[src/rtl/fetch_stage.sv]
// Instruction fetch stage: pc sequencing, delay-slot redirect and SRAM request.
// Optional FETCH_INSTRUCTION_BUFFER_EN holds the fetched word across decode stalls.
module fetch_stage (
    input  logic        clock,
    input  logic        reset,
    input  logic        id_allow_in,
    input  logic [32:0] id_to_if_branch_bus,
    output logic [64:0] if_to_id_instruction_bus,
    output logic        inst_sram_en,
    output logic [3:0]  inst_sram_write_enabled,
    output logic [31:0] inst_sram_address,
    output logic [31:0] inst_sram_write_data,
    input  logic [31:0] inst_sram_read_data
);

    localparam logic [31:0] RESET_PC = 32'hBFBF_FFFC;
    localparam logic [31:0] BOOT_PC  = 32'hBFC0_0000;

    logic [31:0] pc;
    logic [31:0] pending_target;
    logic [31:0] next_pc;
    logic [31:0] target;
    logic [31:0] instruction;
    logic        if_valid;
    logic        branch_pending;
    logic        if_allow_in;
    logic        if_ready_go;
    logic        taken;

    assign {taken, target} = id_to_if_branch_bus;

    assign if_ready_go = 1'b1;
    assign if_allow_in = !if_valid || (if_ready_go && id_allow_in);

    // A latched redirect outranks a live one; a live one only counts
    // once the delay slot already sits in IF.
    always_comb begin
        next_pc = pc + 32'd4;
        if (branch_pending) begin
            next_pc = pending_target;
        end else if (taken && if_valid) begin
            next_pc = target;
        end
    end

    always_ff @(posedge clock) begin
        if (reset) begin
            pc             <= RESET_PC;
            if_valid       <= 1'b0;
            branch_pending <= 1'b0;
            pending_target <= 32'h0;
        end else begin
            if (if_allow_in) begin
                pc       <= next_pc;
                if_valid <= 1'b1;
            end
            if (branch_pending) begin
                if (if_allow_in) begin
                    branch_pending <= 1'b0;
                end
            end else if (taken && !if_valid) begin
                branch_pending <= 1'b1;
                pending_target <= target;
            end
        end
    end

`ifdef FETCH_INSTRUCTION_BUFFER_EN
    logic [31:0] buffer;
    logic        buffer_valid;

    always_ff @(posedge clock) begin
        if (reset) begin
            buffer       <= 32'h0;
            buffer_valid <= 1'b0;
        end else if (id_allow_in) begin
            buffer_valid <= 1'b0;
        end else if (if_valid && !buffer_valid) begin
            buffer       <= inst_sram_read_data;
            buffer_valid <= 1'b1;
        end
    end

    assign instruction       = buffer_valid ? buffer : inst_sram_read_data;
    assign inst_sram_en      = !reset && if_allow_in;
    assign inst_sram_address = reset ? BOOT_PC : next_pc;
`else
    logic stall;

    // Without a buffer the held word is re-read from pc every stall cycle.
    assign stall             = if_valid && !id_allow_in;
    assign instruction       = inst_sram_read_data;
    assign inst_sram_en      = !reset && (if_allow_in || stall);
    assign inst_sram_address = reset ? BOOT_PC : (stall ? pc : next_pc);
`endif

    assign inst_sram_write_enabled  = 4'b0000;
    assign inst_sram_write_data     = 32'h0;
    assign if_to_id_instruction_bus = {if_valid, pc, instruction};

endmodule

[config.mk]
export PLATFORM = sky130hd
export DESIGN_NAME = fetch_stage
export DESIGN_NICKNAME = d
export VERILOG_FILES = /design/src/rtl/fetch_stage.sv
export SDC_FILE = /design/constraint.sdc
export NUM_CORES = 1
export LEC_CHECK = 0
export ABC_AREA = 0
export CAP_MARGIN = 20
export CORE_MARGIN = 2
export CORE_UTILIZATION = 25
export DETAILED_ROUTE_END_ITERATION = 8
export GPL_ROUTABILITY_DRIVEN = 0
export PLACE_DENSITY = 0.59
export SLEW_MARGIN = 20
export SYNTH_ARGS = -nofsm -noshare
export SYNTH_HDL_FRONTEND = slang
export SYNTH_SLANG_ARGS = --single-unit
export TNS_END_PERCENT = 50
[constraint.sdc]
create_clock -name clock -period 2.5 [get_ports clock]
set_clock_uncertainty 0.2 [all_clocks]
set_input_delay 0.5 -clock clock [delete_from_list [all_inputs] [get_ports clock]]
set_output_delay 0.5 -clock clock [all_outputs]
set_load 0.01 [all_outputs]
[Word-level counts from Yosys, hierarchy flattened]
Index checks and enable logic that the tools add are counted.
Cells by class
  add/sub/neg operators: 1
  multipliers: 0
  div/mod/pow operators: 0
  magnitude comparators: 0
  eq/ne operators: 0
  shift-type cells: 0
  muxes and demuxes: 7
  bitwise operators: 1
  reductions and logical operators: 10
Operator list (number)
  2-to-1 mux 32 bit: 4
  adder 32 x 3 -> 32 bit, second input constant: 1
  logical AND 1 bit: 4
  logical NOT 1 bit: 3
  2-to-1 mux 1 bit: 3
  logical OR 1 bit: 2
  AND reduction 2 bit: 1
  NOT 1 bit: 1
Word-level totals
  bits in registers: 66
  latch bits: 0
  bits in writable memories: 0
  ROM bits: 0
  input port bits: 68
  output and inout port bits: 134
  logic and storage cells: 23
  memories: 0

[Depth between registers and ports, before layout]
  depth in word-level cells: 5
  depth in mapped cells: 8

[Worst setup path after synthesis]
OpenSTA, ideal clock, no wires.
  kind: flip-flop to output port
  start point: register pc[6]
  end point: output port inst_sram_address[30]
  arrival: 2037 ps
  setup slack: -237 ps
  stages on the path, launching flop included: 9
  path buffers: 3
  cell sequence: dfxtp_1 -> buf_2 -> and4_1 -> buf_6 -> nand4_4 -> buf_2 -> nor4_1 -> a21oi_1 -> a311oi_1
Between the ends
  longest elaborated chain between the ends: 5
Ends and longest elaborated chain
  from (decl): line 19  | logic [31:0] pc;
  from (signal assigned): line 54  | pc <= next_pc;
  adder 32 x 3 -> 32 bit: line 38  | next_pc = pc + 32'd4;
  2-to-1 mux 32 bit: line 41  | end else if (taken && if_valid) begin
  2-to-1 mux 32 bit: line 39  | if (branch_pending) begin
  2-to-1 mux 32 bit (2 in a row): line 94  | assign inst_sram_address = reset ? BOOT_PC : (stall ? pc : next_pc);
  to (decl): line 11  | output logic [31:0] inst_sram_address,
Every way passes these cells.

[Worst setup path in the final report]
  start point: register pc[7]
  end point: output port inst_sram_address[31]
The elaborated chain is that of the path after synthesis.

==> insert_results.sql <==
INSERT INTO impl_metrics (metric_group, metric, value, unit) VALUES
('setup_path', 'cp_data_required_time', '1.80', 'ns'),
('global_routing', 'global_route.usage.total', '18.8', '%'),
('routing', 'post_drt_via_cell_ratio', '4.93', ''),
('logic_synthesis', 'synth_area_leader_cell', 'dfxtp_1', ''),
('logic_synthesis', 'synthesis.area', '4460', 'sq um'),
('logic_synthesis', 'synth_async_sr_flop_share', '0', '%'),
('cts', 'clock_path_buffers', '2', ''),
('finish', 'layout-drive-gt1-share', '39.8', '%'),
('die', 'placementRows', '48', ''),
('logic_synthesis', 'ys.warnings.count', '0', ''),
('cts', 'tritoncts_clock_tree', 'yes', ''),
('sta', 'setup_violations', '31', ''),
('cts', 'numClockSinks', '66', ''),
('routing', 'antenna_violating_nets_post_route', '0', ''),
('power', 'leakage', '0.00318', 'uW'),
('die', 'die-width', '138', 'um'),
('power', 'pwr_density_cell', '593', 'nW/um^2'),
('finish', 'commonest_cells_after_routing_fill_and_taps_aside', 'buf_4 (150), nand2_1 (109), clkdlybuf4s50_1 (65)', ''),
('die', 'die_height', '138', 'um'),
('placement', 'dp_worst_setup_slack', '-0.939', 'ns'),
('cts', 'worst_setup_hold_path_clk_slew', '0.05', 'ns'),
('setup_path', 'timing.critical_path.from_type', 'flop', ''),
('setup_path', 'cp_max_fo', '6', ''),
('sta', 'worst_slack', '-0.512', 'ns'),
('logic_synthesis', 'synth_enable_flop_cells', '0', ''),
('die', 'io-pin-count', '202', ''),
('global_routing', 'grt.met1_usage', '24.1', '%'),
('setup_path', 'setup_crit_end_kind', 'output port', ''),
('die', 'die-area', '18900', 'sq um'),
('outcome', 'status', 'complete, but fails checks', ''),
('global_routing', 'number_of_antenna_violations_at_the_first_check_in_global_routing', '0', ''),
('logic_synthesis', 'synth_cell_type_count', '52', ''),
('logic_synthesis', 'synth-main-ff-cell', 'dfxtp_1', ''),
('global_routing', 'first_global_vias', '5080', ''),
('finish', 'layout.filler_cells', '1699', ''),
('power', 'max-vdd-ir-drop', '0.359', 'mV'),
('routing', 'vias', '5295', ''),
('logic_synthesis', 'synth_cells', '627', ''),
('setup_path', 'worstPathArrival', '2.31', 'ns'),
('global_routing', 'grt_overflow', '0', ''),
('routing', 'avgRoutedWirePerCell', '16.6', 'um'),
('global_routing', 'global_route.peak_usage_layer', 'met2', ''),
('sta', 'fmax', '332', 'MHz'),
('global_routing', 'groute.layer.met3.usage', '3.86', '%'),
('finish', 'finalNonFillerCells', '1074', ''),
('global_routing', 'largest_net_degree_at_the_start_of_global_routing', '24', ''),
('die', 'floorplan.core_area', '17400', 'sq um'),
('finish', 'antenna_cells', '0', ''),
('sta', 'fin_tns_setup', '-8.18', 'ns'),
('sta', 'fin_crit', '3.01', 'ns'),
('run', 'max_cap_violations', '0', ''),
('routing', 'remaining_drc_errors', '0', ''),
('placement', 'dp_cells', '1016', ''),
('logic_synthesis', 'post-synth-top-area-fraction', '29.6', '%'),
('sta', 'unrepaired_setup_endpoints_after_global_routing', 'true', ''),
('routing', 'drtPass1Iterations', '5', ''),
('finish', 'most_common_library_cell_in_the_layout_ignoring_fill_and_taps', 'buf_4', ''),
('logic_synthesis', 'synth.yosys.seq_area_share', '29.6', '%'),
('placement', 'placement.io_buffers', '101', ''),
('sta', 'hold_violations', '0', ''),
('routing', 'drt-total-wl', '17.9', 'mm'),
('finish', 'flow.area_growth_from_synthesis', '68.4', '%'),
('cts', 'htreeDepth', '3', ''),
('setup_path', 'timing.critical_path.from', 'pc[7]$_SDFFE_PP1N_', ''),
('logic_synthesis', 'synth.area.top_cells', 'dfxtp_1 (30%), buf_4 (12%), nand2_1 (9.3%), a21oi_1 (6.8%), nor2_1 (3.9%)', ''),
('setup_path', 'worst_r2r_startpoint', 'pc[9]$_SDFFE_PP1N_', ''),
('die', 'initial_core_util', '25.7', '%'),
('global_routing', 'use_met2', '32.1', '%'),
('setup_path', 'worst-setup-path-type', 'reg -> out', ''),
('sta', 'final_min_period_over_clock_period', '120', '%'),
('outcome', 'failed_checks', 'setup timing', '');
power breakdown:
part	leakage [uW]	switching (uW)	internal (uW)
sequential	0.000541	74.9	1150
combinational	0.00249	953	1020
clock	0.000142	469	790
total	0.00318	1500	2960
worst max-delay path: stages (launching register included):
cell,delay (ns)
dfxtp_4,0.37
and4_4,0.28
nand4_4,0.18
or4_4,0.47
buf_4,0.17
o31ai_4,0.20
a221o_1,0.19
buf_2,0.12
registers in the layout, summed over array words and instances, names as in the netlist:
register	cells
branch_pending	1
if_valid	1
pending_target	32
pc	32
synth_stat cells (4+ instances only):
master and number:
a211o_1 5, a211oi_1 7, a21o_1 5, a21oi_1 61
a221o_1 7, a22oi_1 5, a2bb2oi_1 7, a31oi_1 9
and2_1 9, and3_1 11, and4_1 6, buf_2 4
buf_4 69, clkbuf_1 42, dfxtp_1 66, inv_1 8
mux2i_1 5, nand2_1 111, nand2b_1 6, nand3_1 14
nand4_1 14, nor2_1 46, nor3_1 9, nor4_1 9
o21ai_0 30, o22ai_1 8, o31ai_1 7, or3_1 6
final cells by class:
class                      count  area, sq um  share of cell area, %
multi-input combinational    468         3030                   40.3
timing repair buffer         292         2510                   33.4
sequential                    66         1370                   18.3
tap                          225          282                   3.75
clock buffer                  12          246                   3.28
clock inverter                 3         40.0                  0.533
inverter                       8         30.0                  0.400
routing by layer:
layer,wire length [um],vias to the layer above
met5,0,-
met4,395,0
met1,7790,2520
met3,1070,32
met2,8620,182
li1,-,2561
worst paths after layout:
kind	slack, ns	cells past startpoint	end
hold / removal	0.25	2	pending_target[0]$_SDFFE_PP0P_
hold reg to reg	0.25	2	pending_target[0]$_SDFFE_PP0P_
setup / recovery	-0.51	7	inst_sram_address[31]
setup reg to reg	0	16	pc[21]$_SDFFE_PP1N_
logic make-up (layout without fill, tap and decap cells):
group | count (synthesis) | count (layout) | share of synthesized area, %
buffers and inverters | 128 | 315 | 16.9
flip-flops | 66 | 66 | 29.6
adder cells (fa/ha/maj) | 1 | 1 | 0.280
AO/OA/AOI/OAI | 169 | 169 | 24.0
multiplexers | 5 | 5 | 1.12
other | 1 | 36 | 0.0841
XOR/XNOR | 3 | 3 | 0.589
AND/OR/NAND/NOR | 254 | 254 | 27.4
metrics by stage:
| stage | instance area (sq um) | total power, uW | util (%) |
|---|---|---|---|
| 2_1_floorplan | 4730 | 2020 | - |
| 3_5_place_dp | 6400 | 2790 | 36.9 |
| 6_report | 7510 | 4460 | 43.3 |
| 3_3_place_gp | 6400 | 2780 | 36.9 |
| 4_1_cts | 7330 | 4380 | 42.2 |
| 5_1_grt | 7510 | 4670 | 43.3 |
what timing repair did:
item | 4_1_cts | 5_1_grt
pin swaps | 52 | 37
hold buffers | 0 | 0
setup buffers | 35 | 15
setup endpoints to repair | 32 | 34
resized for setup | 238 | 42
No activity file was read; power rests on OpenSTA's default activity.
